$ cat config.mk
export PLATFORM = sky130hd
export DESIGN_NAME = random_delay
export DESIGN_NICKNAME = d
export VERILOG_FILES = /design/src/rtl/random_delay_pkg.sv /design/src/rtl/random_delay_tick_prescaler.sv /design/src/rtl/random_delay.sv
export SDC_FILE = /design/constraint.sdc
export NUM_CORES = 1
export LEC_CHECK = 0
export BUFFER_PORTS_ARGS = -buffer_cell sky130_fd_sc_hd__buf_2
export CORE_AREA = 2 2 60 62
export CTS_BUF_LIST = sky130_fd_sc_hd__clkbuf_8
export DETAILED_ROUTE_END_ITERATION = 16
export DIE_AREA = 0 0 62 64
export GPL_TIMING_DRIVEN = 0
export HOLD_SLACK_MARGIN = 0.1
export PLACE_DENSITY = 0.64
export SYNTH_ARGS = -nofsm -noshare
export SYNTH_HDL_FRONTEND = slang
export SYNTH_HIERARCHICAL = 1
export SYNTH_SLANG_ARGS = --single-unit
$ cat constraint.sdc
create_clock -name clk -period 6.6 [get_ports clk]
set_input_delay 0.99 -clock clk [delete_from_list [all_inputs] [get_ports clk]]
set_output_delay 0.99 -clock clk [all_outputs]
set_load 0.02 [all_outputs]
$ cat src/rtl/random_delay_pkg.sv
// Shared types and default parameters for the random_delay block.
package random_delay_pkg;
    typedef enum logic [1:0] {IDLE, COUNT, DONE} state_t;

    localparam int WIDTH_DEF     = 7;
    localparam int TICK_DIV_DEF  = 48000;
    localparam int MIN_DELAY_DEF = 1;
endpackage

$ cat src/rtl/random_delay_tick_prescaler.sv
// Mod-TICK_DIV cycle counter; tick is a combinational pulse on the terminal count.
module tick_prescaler #(
    parameter int TICK_DIV = random_delay_pkg::TICK_DIV_DEF
) (
    input  logic clk,
    input  logic rst_n,
    input  logic clr,
    input  logic en,
    output logic tick
);
    localparam int PW = $clog2(TICK_DIV);
    localparam logic [PW-1:0] TERM = PW'(TICK_DIV - 1);

    logic [PW-1:0] cnt_q, cnt_d;

    assign tick = en && (cnt_q == TERM);

    always_comb begin
        cnt_d = cnt_q;
        if (clr)
            cnt_d = '0;
        else if (en)
            cnt_d = tick ? '0 : cnt_q + 1'b1;
    end

    always_ff @(posedge clk or negedge rst_n) begin
        if (!rst_n)
            cnt_q <= '0;
        else
            cnt_q <= cnt_d;
    end
endmodule

$ cat src/rtl/random_delay.sv
// Captures an LFSR value as a tick delay, counts it down, then pulses time_out.
// Define RANDOM_DELAY_RETRIGGER_EN to let trigger restart a delay already in COUNT.
module random_delay
    import random_delay_pkg::*;
#(
    parameter int WIDTH     = WIDTH_DEF,
    parameter int TICK_DIV  = TICK_DIV_DEF,
    parameter int MIN_DELAY = MIN_DELAY_DEF
) (
    input  logic             clk,
    input  logic             rst_n,
    input  logic             trigger,
    input  logic [WIDTH-1:0] rnd,
    output logic             lfsr_en,
    output logic             busy,
    output logic             time_out,
    output logic [WIDTH-1:0] remaining
);
    localparam logic [WIDTH-1:0] MIN_W = WIDTH'(MIN_DELAY);

    state_t           state_q, state_d;
    logic [WIDTH-1:0] rem_q, rem_d;
    logic             lfsr_en_q, lfsr_en_d;
    logic             capture, tick;
    logic [WIDTH-1:0] clamped;

    assign clamped = (rnd < MIN_W) ? MIN_W : rnd;

`ifdef RANDOM_DELAY_RETRIGGER_EN
    assign capture = trigger && (state_q == IDLE || state_q == COUNT);
`else
    assign capture = trigger && (state_q == IDLE);
`endif

    tick_prescaler #(.TICK_DIV(TICK_DIV)) u_presc (
        .clk   (clk),
        .rst_n (rst_n),
        .clr   (capture),
        .en    (state_q == COUNT),
        .tick  (tick)
    );

    always_comb begin
        state_d   = state_q;
        rem_d     = rem_q;
        lfsr_en_d = 1'b0;
        if (capture) begin
            // a recapture in COUNT takes priority over a coincident tick
            rem_d     = clamped;
            lfsr_en_d = 1'b1;
            state_d   = COUNT;
        end else begin
            case (state_q)
                COUNT: begin
                    if (tick) begin
                        if (rem_q <= WIDTH'(1)) begin
                            rem_d   = '0;
                            state_d = DONE;
                        end else begin
                            rem_d = rem_q - 1'b1;
                        end
                    end
                end
                DONE:    state_d = IDLE;
                default: state_d = IDLE;
            endcase
        end
    end

    always_ff @(posedge clk or negedge rst_n) begin
        if (!rst_n) begin
            state_q   <= IDLE;
            rem_q     <= '0;
            lfsr_en_q <= 1'b0;
        end else begin
            state_q   <= state_d;
            rem_q     <= rem_d;
            lfsr_en_q <= lfsr_en_d;
        end
    end

    assign busy      = (state_q == COUNT) || (state_q == DONE);
    assign time_out  = (state_q == DONE);
    assign remaining = rem_q;
    assign lfsr_en   = lfsr_en_q;
endmodule

; After elaboration in Yosys (flattened, before gate mapping)
; Index checks and enable logic that the tools add are counted.
[word_totals]
register_bits = 26
inputBits = 10
output_inout_bits = 10
wordCells = 34
[classes]
addsub = 2
order_cmp = 2
eq_ne = 5
muxes = 13
reduce_logical = 8
[op_table]
columns = op, n
row1 = 16-bit 2-to-1 mux, 3
row2 = 7-bit 2-to-1 mux, 5
row3 = 16-bit by 1-bit adder with 16-bit output (second input constant), 1
row4 = 16-bit == test (second input constant), 1
row5 = 2-bit 2-to-1 mux, 4
row6 = 7-bit by 1-bit less-or-equal comparator with 1-bit output (second input constant), 1
row7 = 7-bit by 1-bit < comparator with 1-bit output (second input constant), 1
row8 = 7-bit by 1-bit subtractor with 7-bit output (second input constant), 1
row9 = 3-bit != test (second input constant), 2
row10 = 2-bit AND reduction, 2
row11 = 2-bit nonzero test, 2
row12 = 2-bit by 1-bit == test with 1-bit output (second input constant), 1
row13 = 2-bit == test (second input constant), 1
row14 = 1-bit logical AND, 2
row15 = 2-bit logical NOT, 1
row16 = 1-bit logical OR, 1
row17 = 1-bit 2-to-1 mux, 1

; Logic depth before layout (Yosys ltp)
; Gate-level depths: netlist of run 1.
[depth]
ltp_word = 5
depth_mapped = 10
mapped_depth_nobuf = 9

; By module
; Netlist of run 1, hierarchy kept.
[modules_own_cells]
columns = module, n_inst, cells_each, area_per_inst_um2, seq_area_each_um2
row1 = tick_prescaler, 1, 89, 852.1, 400.4
row2 = random_delay, 1, 67, 599.3, 250.2

; Worst setup path before layout of run 1
; Ideal clock, no wire load.
[synth_path]
path_type = input-to-reg
startpoint = input port trigger
endpoint = register u_presc.cnt_q[15]
arrival_time_ns = 2.858
required_ns = 6.523
path_slack_ns = 3.664
path_stages = 8
n_path_buf = 2
cell_sequence = nand2_1 -> inv_1 -> clkbuf_1 -> clkbuf_1 -> o211ai_1 -> or4_4 -> or3_1 -> a21oi_1
[synth_via]
elab_chain_len = 2
[synth_rtl]
columns = item, line_no
row1 = start: declaration, random_delay.sv:12  ; input logic trigger,
row2 = 1-bit logical AND *, random_delay.sv:32  ; assign capture = trigger && (state_q == IDLE);
row3 = named net capture, random_delay.sv:24  ; logic capture, tick;
row4 = 16-bit 2-to-1 mux / 2-bit nonzero test (equally long branches), n/a
row5 = end signal: assignment, random_delay_tick_prescaler.sv:30  ; cnt_q <= cnt_d;
row6 = end: declaration, random_delay_tick_prescaler.sv:14  ; logic [PW-1:0] cnt_q, cnt_d;
; The timed path passes the listed nets; every way through them passes the cells marked *.
; A chain may end at the register's enable or synchronous reset.

; Final worst setup path of run 1
[layout_path]
startpoint = register state_q[1]
endpoint = register rem_q[3], in the netlist remaining[3]
[layout_via]
elab_chain_len = 4
[layout_rtl]
columns = item, line_no
row1 = start: declaration, random_delay.sv:21  ; state_t state_q, state_d;
row2 = start signal: assignment, random_delay.sv:76  ; state_q <= state_d;
row3 = 2-bit by 1-bit == test with 1-bit output, random_delay.sv:39  ; .en (state_q == COUNT),
row4 = 1-bit logical AND, random_delay_tick_prescaler.sv:16  ; assign tick = en && (cnt_q == TERM);
row5 = named net tick, random_delay.sv:24
row6 = 2-bit nonzero test (no line), n/a
row7 = 2-bit AND reduction (no line), n/a
row8 = end signal: assignment, random_delay.sv:77  ; rem_q <= rem_d;
row9 = end: declaration, random_delay.sv:22  ; logic [WIDTH-1:0] rem_q, rem_d;
; The timed path passes the listed nets, and every way through them passes these cells.

==> results.md, run 1 <==
- Status: completed
- Die height: 64 µm
- Resize count post-CTS: 0
- DRC Markers: 0
- Cell Area, Synth: 0.00145 mm²
- Setup Skew: roughly 0.0013 ns
- Setup bufs post-CTS: 0
- Worst-Skew Late Latency: 0.26 ns
- Layout fillers: around 310
- Yosys cell types: 35
- Die width: between 60 and 70 µm
- Max_cap viols: 0
- FF+latch count, synth: 26
- Largest net degree at the start of global routing: 27
- Antenna viol nets, final: 0
- Max Freq: 305 MHz
- Share of layout cells above drive strength 1: between 10% and 20%
- Initial antenna violation count: 0
- Number of synthesized flops with an enable pin: 0
- Global route overflow: 0
- Synth-to-layout area growth: 13.4%
- H-tree levels: 1
- Cell taking the most area after synthesis: dfrtp_1
- Synth async-reset ratio: 100%
- Post-synth top cells: dfrtp_1 (26), nor2_1 (19), nand2_1 (13), a21oi_1 (10), o21ai_0 (9)
- Drt wl/cell: 13.3 µm
- Tcrit/Tclk final: 49.7%
- Worst Path Class, Setup: flip-flop to flip-flop
- CTS hold repair buffers: 0
- Synth Flop Type: dfrtp_1
- Vias in the first global route: ~1,200
- Detail Placement HPWL: around 2300 µm
- Placer congestion estimate: 0.840
- Syn_area_per_cell: 9.30 µm²
- Final Hold Viols: 0
- Delay of the slowest cell on the worst path: 0.56 ns
- Num CTS Buffers: 3
- NumNets Final: 196
- DR vias/cell: 5.53
- Min Tclk post-route: 3.28 ns
- Top cell type's share of synthesized area: 44.8%
- Final Slew Violations: 0
- RSZ-0062 raised after global routing: no
- Initial Utilization: 44.2%
- Port buffer count: 19
- Placed insts: about 220
- Rows: 21
- Hold WC Path Type: flip-flop to flip-flop
- Routed WL: 2970 µm
- Clk root buf: clkbuf_8
- Slowest CP cell: or4_4
- Cells after Synth: 156
- Seq/Total Area, Yosys: 44.8%
- Maximum clock path buffer count: 2
- Vias post-DR: about 1,200
- Clk sinks: 26
- CP Capture Type: flip-flop
- Synthesized net count: 172
- Warnings from Yosys: 6
- Clock Pin Slew Worst Setup and Hold Paths: 0.08 ns
- Final std cells w/o fill: roughly 220
- Largest cells by area after synthesis: dfrtp_1 (45%), ha_1 (5.2%), nor2_1 (4.9%)
- Initial detailed-routing violation count: slightly above 60
- Slew headroom: 62.6%
- Required time of the critical path: 6.74 ns
- Antenna Cells: 0
- P_leak: roughly 0.7 nW
- Gr usage total: roughly 17%
- Most common cell in the netlist: dfrtp_1
- TritonCTS clock tree: built
- Crit path arrival time: 3.42 ns
- Power Dens Cells: 347 mW/mm²
- Core area: ~0.0033 mm²
- Peak fanout along the critical path: 10
- TNS Setup: 0 ns
- VDD IR max: 0.0852 mV
- HP Start: u_presc/cnt_q[15]
- Drt first pass iters: 4
- Reg2reg start: state_q[1]
- Worst slew pin tran: 0.561 ns
- First-pass GRT wire length: 5060 µm
- Ports: 20
- CP startpoint kind: flip-flop
- # setup viols final: 0
- Worst-path cell chain: inv_1 > ha_1 > clkbuf_1 > nand4_1 > or4_4 > nor2_1 > nand2_1 > or4_1 > a31oi_1 > o41ai_1
- Die area: 0.00397 mm²
- Crit path from: state_q[1]
[registers in the layout, indices dropped and copies added (netlist names)]
name,count
lfsr_en,1
remaining,7
state_q,2
u_presc/cnt_q,16
[power by group]
group	switching (mW)	internal (mW)	total, mW	leakage (nW)
registers	0.0452	0.196	0.241	0.344
logic	0.152	0.0924	0.244	0.344
clock network	0.0451	0.0408	0.0859	0.0216
total	0.242	0.329	0.571	0.709
[through the flow]
| step | setup slack, ns | total power, mW | hold WS (ns) | util (%) | cell area, µm² |
|---|---|---|---|---|---|
| floorplan | 3.66 | 0.414 | 0.508 | - | 1450 |
| global placement | 3.21 | 0.481 | 0.536 | 48.8 | 1600 |
| detailed placement | 3.18 | 0.490 | 0.552 | 48.8 | 1600 |
| CTS | 3.34 | 0.577 | 0.568 | 50.1 | 1650 |
| global route | 3.09 | 0.623 | 0.589 | 50.1 | 1650 |
| finish | 3.32 | 0.571 | 0.562 | 50.1 | 1650 |
[per-layer routing]
metal  vias up  track usage [%]  part of all wire (%)
li1        616                -                     -
met1       586             20.6                    46
met2        30             27.7                    49
met3         6             2.63                   3.4
met4         0             6.38                   1.5
met5         -                0                     0
[cell families after synthesis]
logic type | after synthesis | share of synthesized area [%]
and+or+nand+nor | 69 | 25.1
buffers and inverters | 11 | 3.36
DFF | 26 | 44.8
xor gates and xnor gates | 10 | 6.03
adders and majority gates | 6 | 5.17
AOI/OAI and AO/OA | 33 | 14.8
muxes | 1 | 0.690
[final cells by class]
type | count | area (µm²) | share of cell area, %
Timing Repair Buffer | 19 | 95.1 | 5.78
Multi-Input combinational cell | 119 | 752 | 45.7
Tap cell | 46 | 57.6 | 3.50
Sequential cell | 26 | 651 | 39.5
Clock buffer | 3 | 41.3 | 2.51
Inverter | 7 | 26.3 | 1.60
Buffer | 4 | 22.5 | 1.37
[critical path: cells and delay by family, from the launching register on]
family | cells | cell delay (ns)
buffers and inverters | 2 | 0.42
flip-flops | 1 | 0.40
adder cells (fa/ha/maj) | 1 | 0.26
AND/OR/NAND/NOR | 5 | 1.74
AO/OA/AOI/OAI | 2 | 0.33
[cells in the final DEF, fill, tap and decap left out, types with 6 or more instances in the layout]
cell and count:
dfrtp_1 26, nor2_1 19, buf_2 19, nand2_1 13, a21oi_1 10, o21ai_0 9, inv_1 7, nor4_1 6
nand3_1 6, ha_1 6
[path summary, 6_finish.rpt]
check | endpoint | slack, ns | cells after the start
worst max-delay path | remaining[3] | 3.32 | 10
worst min-delay path | u_presc/cnt_q[15] | 0.56 | 2
worst max register to register | remaining[3] | 3.32 | 10
worst min register to register | u_presc/cnt_q[15] | 0.56 | 2
max in group asynchronous | u_presc/cnt_q[2] | 5.52 | 1
min in group asynchronous | remaining[0] | 0.71 | 1
(Power assumes the default switching activity.)
==> run 2: changes to the inputs <==
Settings changed: ABC_AREA set to 1, CORE_AREA 2 2 60 62 to 2 2 66 68, DIE_AREA 0 0 62 64 to 0 0 68 70, PLACE_DENSITY 0.64 to 0.65.
Clock period 6.6 ns to 3 ns, I/O delays scaled along.
==> run 2 against run 1 <==
  * Die area is 20% higher
  * First-iteration DRC count grew 76%
  * Global-route usage increased by 1.3 points
  * Non-clock buffer count is 3 lower
  * Worst hold slack got worse by 0.39 ns
  * Clock power grew to 2.7 times the previous value
  * Critical path type unchanged
  * Largest power group unchanged
  * Highest routed layer unchanged
==> results.md, run 2 <==
- Final Hold Viols: 0
- P_leak: 0.948 nW
- Crit path arrival time: 2.28 ns
- CP Capture Type: flip-flop
- Clk pwr share: 16.0%
- Number of flip-flops in the largest register: 16
- TritonCTS clock tree: built
- FF+latch count, synth: 26
- Min Tclk post-route: 2.12 ns
- R2r setup slk: 0.88 ns
- Largest reg by FF count: u_presc/cnt_q
- Setup bufs post-CTS: 0
- Maximum clock path buffer count: 2
- Port buffer count: 19
- Worst slew pin tran: 0.591 ns
- NumNets Final: 282
- Status: completed
- Number of synthesized flops with an enable pin: 0
- Routed WL: ~3700 µm
- Cell Area, Synth: roughly 0.0018 mm²
- Tcrit/Tclk final: 70.6%
- Max Freq: 472 MHz
- Seq. cell area: 651 µm²
- Final Slew Violations: 0
- Syn_area_per_cell: about 7.3 µm²
- Area taken by multi-input logic gates: 987 µm²
- Global route overflow: 0
- P_sw: 659 µW
- Delay of the slowest cell on the worst path: 0.39 ns
- Most frequent cells in the layout: nand2_1 (62), nor2_1 (33), inv_1 (27)
- Die area: 0.00476 mm²
- Worst-path cell chain: inv_1 > ha_1 > nand2_1 > nor2_2 > nand2_1 > inv_1 > nand2_1 > nand2_1 > o21ai_0 > o21bai_1
- Num CTS Buffers: 3
- Worst Path Class, Setup: flip-flop to flip-flop
- Hold WS: approximately 0.17 ns
- Worst-Skew Late Latency: 0.27 ns
- Final instance area: between 0.0015 and 0.002 mm²
- Peak fanout along the critical path: 8
- Resize count post-CTS: 0
- TNS Setup: 0 ns
- Core area: around 0.0041 mm²
- Int Pwr: 785 µW
- Gr usage total: 17.9%
- Most Frequent Cell on Critical Path: nand2_1
- Max_cap viols: 0
- Power Dens Cells: 725 mW/mm²
- Share of layout cells above drive strength 1: 22.3%
- Area after DPL: 0.00194 mm²
- VDD IR max: 0.458 mV
- Comb pwr share: 48.6%
- Top cell type's share of synthesized area: 36.6%
- Initial Utilization: 42.9%
- Detail Placement HPWL: 2760 µm
- Rows: 24
- Clk sinks: 26
- Synth-to-layout area growth: 12.1%
- Ports: 20
- Largest net degree at the start of global routing: 27
- Antenna Cells: 0
- Yosys cell types: 28
- Setup Skew: a little under 0.006 ns
- H-tree levels: 1
- Post-synth top cells: nand2_1 (62), nor2_1 (33), inv_1 (27), dfrtp_1 (26), nand3_1 (17)
- Vias post-DR: around 1,600
- Most common cell in the netlist: nand2_1
- Drt first pass iters: 4
- Most common cell after layout, fill and taps aside: nand2_1
- Die height: 70 µm
- DRC Markers: 0
- Required time of the critical path: 3.16 ns
- Sequential share of power: between 30% and 40%
- Die width: 68 µm
- CP startpoint kind: flip-flop
- Placer congestion estimate: 0.832
- DR vias/cell: 4.90
- Cell taking the most area after synthesis: dfrtp_1
- Synth Flop Type: dfrtp_1
- CTS hold repair buffers: 0
- Drt wl/cell: 11.7 µm
- Slew headroom: 60.6%
- Initial antenna violation count: 0
- Switch share: between 40% and 50%
- Seq/Total Area, Yosys: 36.6%
- Cells after Synth: 242
- Synth async-reset ratio: 100%
- Synthesized net count: 258
- Largest cells by area after synthesis: dfrtp_1 (37%), nand2_1 (13%), nor2_1 (7.0%)
- # setup viols final: 0
- Initial detailed-routing violation count: 109
- RSZ-0062 raised after global routing: no
- Hold WC Path Type: primary input to async pin
- Clock Pin Slew Worst Setup and Hold Paths: approximately 0.1 ns
- Antenna viol nets, final: 0
- Clk root buf: clkbuf_8
- Layout fillers: roughly 420
- First-pass GRT wire length: about 6600 µm
- Vias in the first global route: 1,545
- Warnings from Yosys: 6
- Slowest CP cell: dfrtp_1
==> run 2: metrics by stage <==
step	instances	util (%)	worst slack (ns)	total power, mW
6_report	317	48.1	0.881	1.44
3_5_place_dp	313	46.7	0.922	1.23
5_1_grt	317	48.1	0.604	1.57
2_1_floorplan	242	-	1.26	1.04
3_3_place_gp	313	46.7	0.929	1.22
4_1_cts	317	48.1	0.882	1.47
==> run 2: per-layer routing <==
metal / routed length, µm / track usage (%) / share of wire, %
met1: 1720 / 23.4 / 46
met2: 1790 / 29.6 / 48
met3: 126 / 2.42 / 3.4
met4: 69 / 6.44 / 1.9
met5: 0 / 0 / 0
==> run 2: cells by family (layout without fill, tap and decap cells) <==
kind of cell,count (synthesis),after routing,synth area share (%)
and+or+nand+nor,148,148,40.9
AOI/OAI and AO/OA,21,21,7.46
buffers and inverters,35,58,7.82
xor gates and xnor gates,6,6,2.96
adders and majority gates,6,6,4.23
DFF,26,26,36.6
==> run 2: worst max-delay path, delay by kind of cell, from the launching register on <==
family / cells / cell delay [ns]
simple gates: 5 / 0.75
buf+inv: 2 / 0.20
fa+ha+maj: 1 / 0.39
flops: 1 / 0.39
compound gates: 2 / 0.28
==> run 2: cell type report <==
| class | count | area share, % |
|---|---|---|
| Multi-Input combinational cell | 181 | 49.6 |
| Sequential cell | 26 | 32.7 |
| Inverter | 34 | 6.41 |
| Timing Repair Buffer | 19 | 4.77 |
| Tap cell | 52 | 3.27 |
| Clock buffer | 4 | 2.76 |
| Buffer | 1 | 0.565 |
==> run 2: worst paths after layout <==
| path | startpoint | to | cells after the start |
|---|---|---|---|
| hold / removal | rst_n | u_presc/cnt_q[1] | 1 |
| max in group asynchronous | rst_n | remaining[6] | 1 |
| hold reg to reg | u_presc/cnt_q[1] | u_presc/cnt_q[1] | 2 |
| setup reg to reg | state_q[1] | remaining[2] | 10 |
| min in group clk | trigger | state_q[0] | 3 |
| setup / recovery | state_q[1] | remaining[2] | 10 |
==> run 2: power by group through the flow <==
stage	clock network [mW]	logic (mW)	registers [mW]
floorplan	0	0.478	0.567
detailed placement	0	0.710	0.516
global placement	0	0.703	0.517
finish	0.231	0.702	0.510
CTS	0.244	0.713	0.510
global route	0.251	0.794	0.524
==> run 3: changes to the inputs <==
Clock period 3 ns to 1.87 ns, I/O delays scaled along.
==> run 3 against run 2 <==
  * Clock skew up 0.00091 ns
  * Critical endpoint unchanged
  * Sequential share of layout area down 1.7 points
  * Total power up 71%
  * Flip-flop and latch count unchanged
  * Die area unchanged
  * Worst hold slack better by 0.14 ns
  * Highest routed layer unchanged
  * Final area up 5.6%
==> results.md, run 3 (same netlist as run 2, synthesis figures left out) <==
- Largest net degree at the start of global routing: 27
- Pre-CTS setup slack: -0.208 ns
- Initial Utilization: 42.9%
- Vias in the first global route: roughly 1,600
- Final Hold Viols: 0
- Placer congestion estimate: 0.832
- R2r setup slk: 0.17 ns
- Die width: ~68 µm
- Setup Skew: 0.00687 ns
- Global route overflow: 0
- Max_cap viols: 0
- Status: completed
- Antenna Cells: 0
- Max Freq: 589 MHz
- Detail Placement HPWL: approximately 2800 µm
- Number of flip-flops in the largest register: 16
- Die height: around 70 µm
- Reg2Reg Depth: 11
- Initial detailed-routing violation count: 127
- Comb pwr share: 52.1%
- Most frequent cells in the layout: nand2_1 (58), nor2_1 (33), dfrtp_1 (25)
- Port buffer count: 19
- P_sw: 1.11 mW
- Share of layout cells above drive strength 1: 28.6%
- Layout fillers: 414
- Drt first pass iters: 4
- DRC Markers: 0
- Int Pwr: 1.36 mW
- Die area: between 0.004 and 0.005 mm²
- Switch share: between 40% and 50%
- Clk root buf: clkbuf_8
- Clock Pin Slew Worst Setup and Hold Paths: around 0.1 ns
- Ports: 20
- Core area: 0.00414 mm²
- Routed WL: 3820 µm
- Rows: 24
- CP startpoint kind: flip-flop
- Clk pwr share: 15.1%
- Crit path arrival time: 1.90 ns
- Worst Hold Depth: 3
- Slowest CP cell: dfrtp_2
- Tcrit/Tclk final: around 91%
- Clk sinks: 26
- Vias post-DR: 1,603
- TritonCTS clock tree: built
- Power Dens Cells: 1180 mW/mm²
- # setup viols final: 0
- WP depth: 11
- Hold WS: ~0.31 ns
- Worst-path cell chain: ha_2 > nand3_2 > inv_1 > nand2_2 > nor2_4 > nand2_2 > inv_2 > nand2_2 > inv_2 > nand4_4 > o21bai_1
- Largest reg by FF count: u_presc/cnt_q
- Final WS setup: 0.172 ns
- Gr usage total: 18.1%
- Hold WC Path Type: primary input to flip-flop
- Min Tclk post-route: 1.70 ns
- Delay-heaviest family, CP: simple AND/OR/NAND/NOR gates
- HP Start: trigger
- Worst r2r dst: remaining[2]
- Most common cell after layout, fill and taps aside: nand2_1
- Slew headroom: approximately three fifths
- VDD IR max: 0.735 mV
- H-tree levels: 1
- Synth-to-layout area growth: 18.4%
- Required time of the critical path: roughly 2.1 ns
- Final Slew Violations: 0
- Buf+Inv Stages, Crit Path: 3
- Sequential share of power: 32.8%
- Antenna viol nets, final: 0
- Worst-Skew Late Latency: ~0.27 ns
- CP Capture Type: flip-flop
- NumNets Final: between 200 and 300
- Maximum clock path buffer count: 2
- Most Frequent Cell on Critical Path: nand2_2
- Reg2reg start: u_presc/cnt_q[0]
- Delay of the slowest cell on the worst path: 0.37 ns
- Peak fanout along the critical path: 6
- P_leak: 0.982 nW
- Worst Path Class, Setup: flip-flop to flip-flop
- DR vias/cell: 4.93
- Worst slew pin tran: roughly 0.59 ns
- First-pass GRT wire length: 6730 µm
- Num CTS Buffers: 3
- Min-Delay Endpoint: state_q[0]
- Drt wl/cell: roughly 12 µm
- Initial antenna violation count: 0
run 3: cell count changes in the layout (fill, tap and decap cells not counted), moves of 2 or more:
| cell | delta |
|---|---|
| ha_1 | -3 |
| inv_1 | -3 |
| buf_4 | +7 |
| inv_2 | +2 |
| nand2_1 | -4 |
| ha_2 | +2 |
| nand2_2 | +3 |
run 3: metrics by stage:
| stage | power (mW) | utilization, % | setup TNS (ns) | cell area, µm² | std cells |
|---|---|---|---|---|---|
| 2_1_floorplan | 1.68 | - | 0 | 1780 | 242 |
| 3_3_place_gp | 1.96 | 46.7 | -1.30 | 1940 | 313 |
| 3_5_place_dp | 1.97 | 46.7 | -1.20 | 1940 | 313 |
| 4_1_cts | 2.40 | 48.9 | 0 | 2030 | 319 |
| 5_1_grt | 2.67 | 50.8 | -0.000233 | 2100 | 325 |
| 6_report | 2.47 | 50.8 | 0 | 2100 | 325 |
run 3: power groups by stage:
stage | registers, mW | logic [mW] | clock network [mW]
2_1_floorplan | 0.909 | 0.767 | 0
3_5_place_dp | 0.828 | 1.14 | 0
4_1_cts | 0.811 | 1.20 | 0.392
5_1_grt | 0.830 | 1.43 | 0.403
3_3_place_gp | 0.829 | 1.13 | 0
6_report | 0.811 | 1.29 | 0.373
run 3: area by class of cell:
type	count	area [µm²]	share of cell area, %
tap	52	65.1	3.09
timing repair buffer	27	158	7.50
sequential	26	652	31.0
buffer	1	11.3	0.535
multi-input combinational	181	1030	49.0
clock buffer	4	55.1	2.62
inverter	34	133	6.31
run 3: tightest hold or removal path: cells and delay by family:
kind                   cells  cell delay, ns
buffers and inverters      1            0.10
AND/OR/NAND/NOR            2            0.17
run 3: timing repair:
item | 4_1_cts | 5_1_grt
hold endpoints to repair | 26 | 0
buffers inserted | 1 | 6
hold buffers | 1 | 0
gates resized for setup | 5 | 13
endpoints found under the setup margin | 7 | 16
pin swaps | 0 | 6
run 3: worst max path at each step:
stage,start,end,slack (ns)
finish,u_presc/cnt_q[0],remaining[2],0.17
global route,u_presc/cnt_q[0],remaining[2],-0.0002
floorplan,state_q[1],remaining[1],0.13
detailed placement,state_q[1],remaining[2],-0.21
CTS,state_q[0],u_presc/cnt_q[2],0.01
global placement,state_q[1],remaining[4],-0.20
run 3: routing by layer:
metal | track usage (%) | up-vias | wire [µm]
met5 | 0 | - | 0
met4 | 6.44 | 0 | 48
met3 | 2.42 | 4 | 129
met2 | 30.2 | 41 | 1850
met1 | 23.5 | 734 | 1790
li1 | - | 824 | -
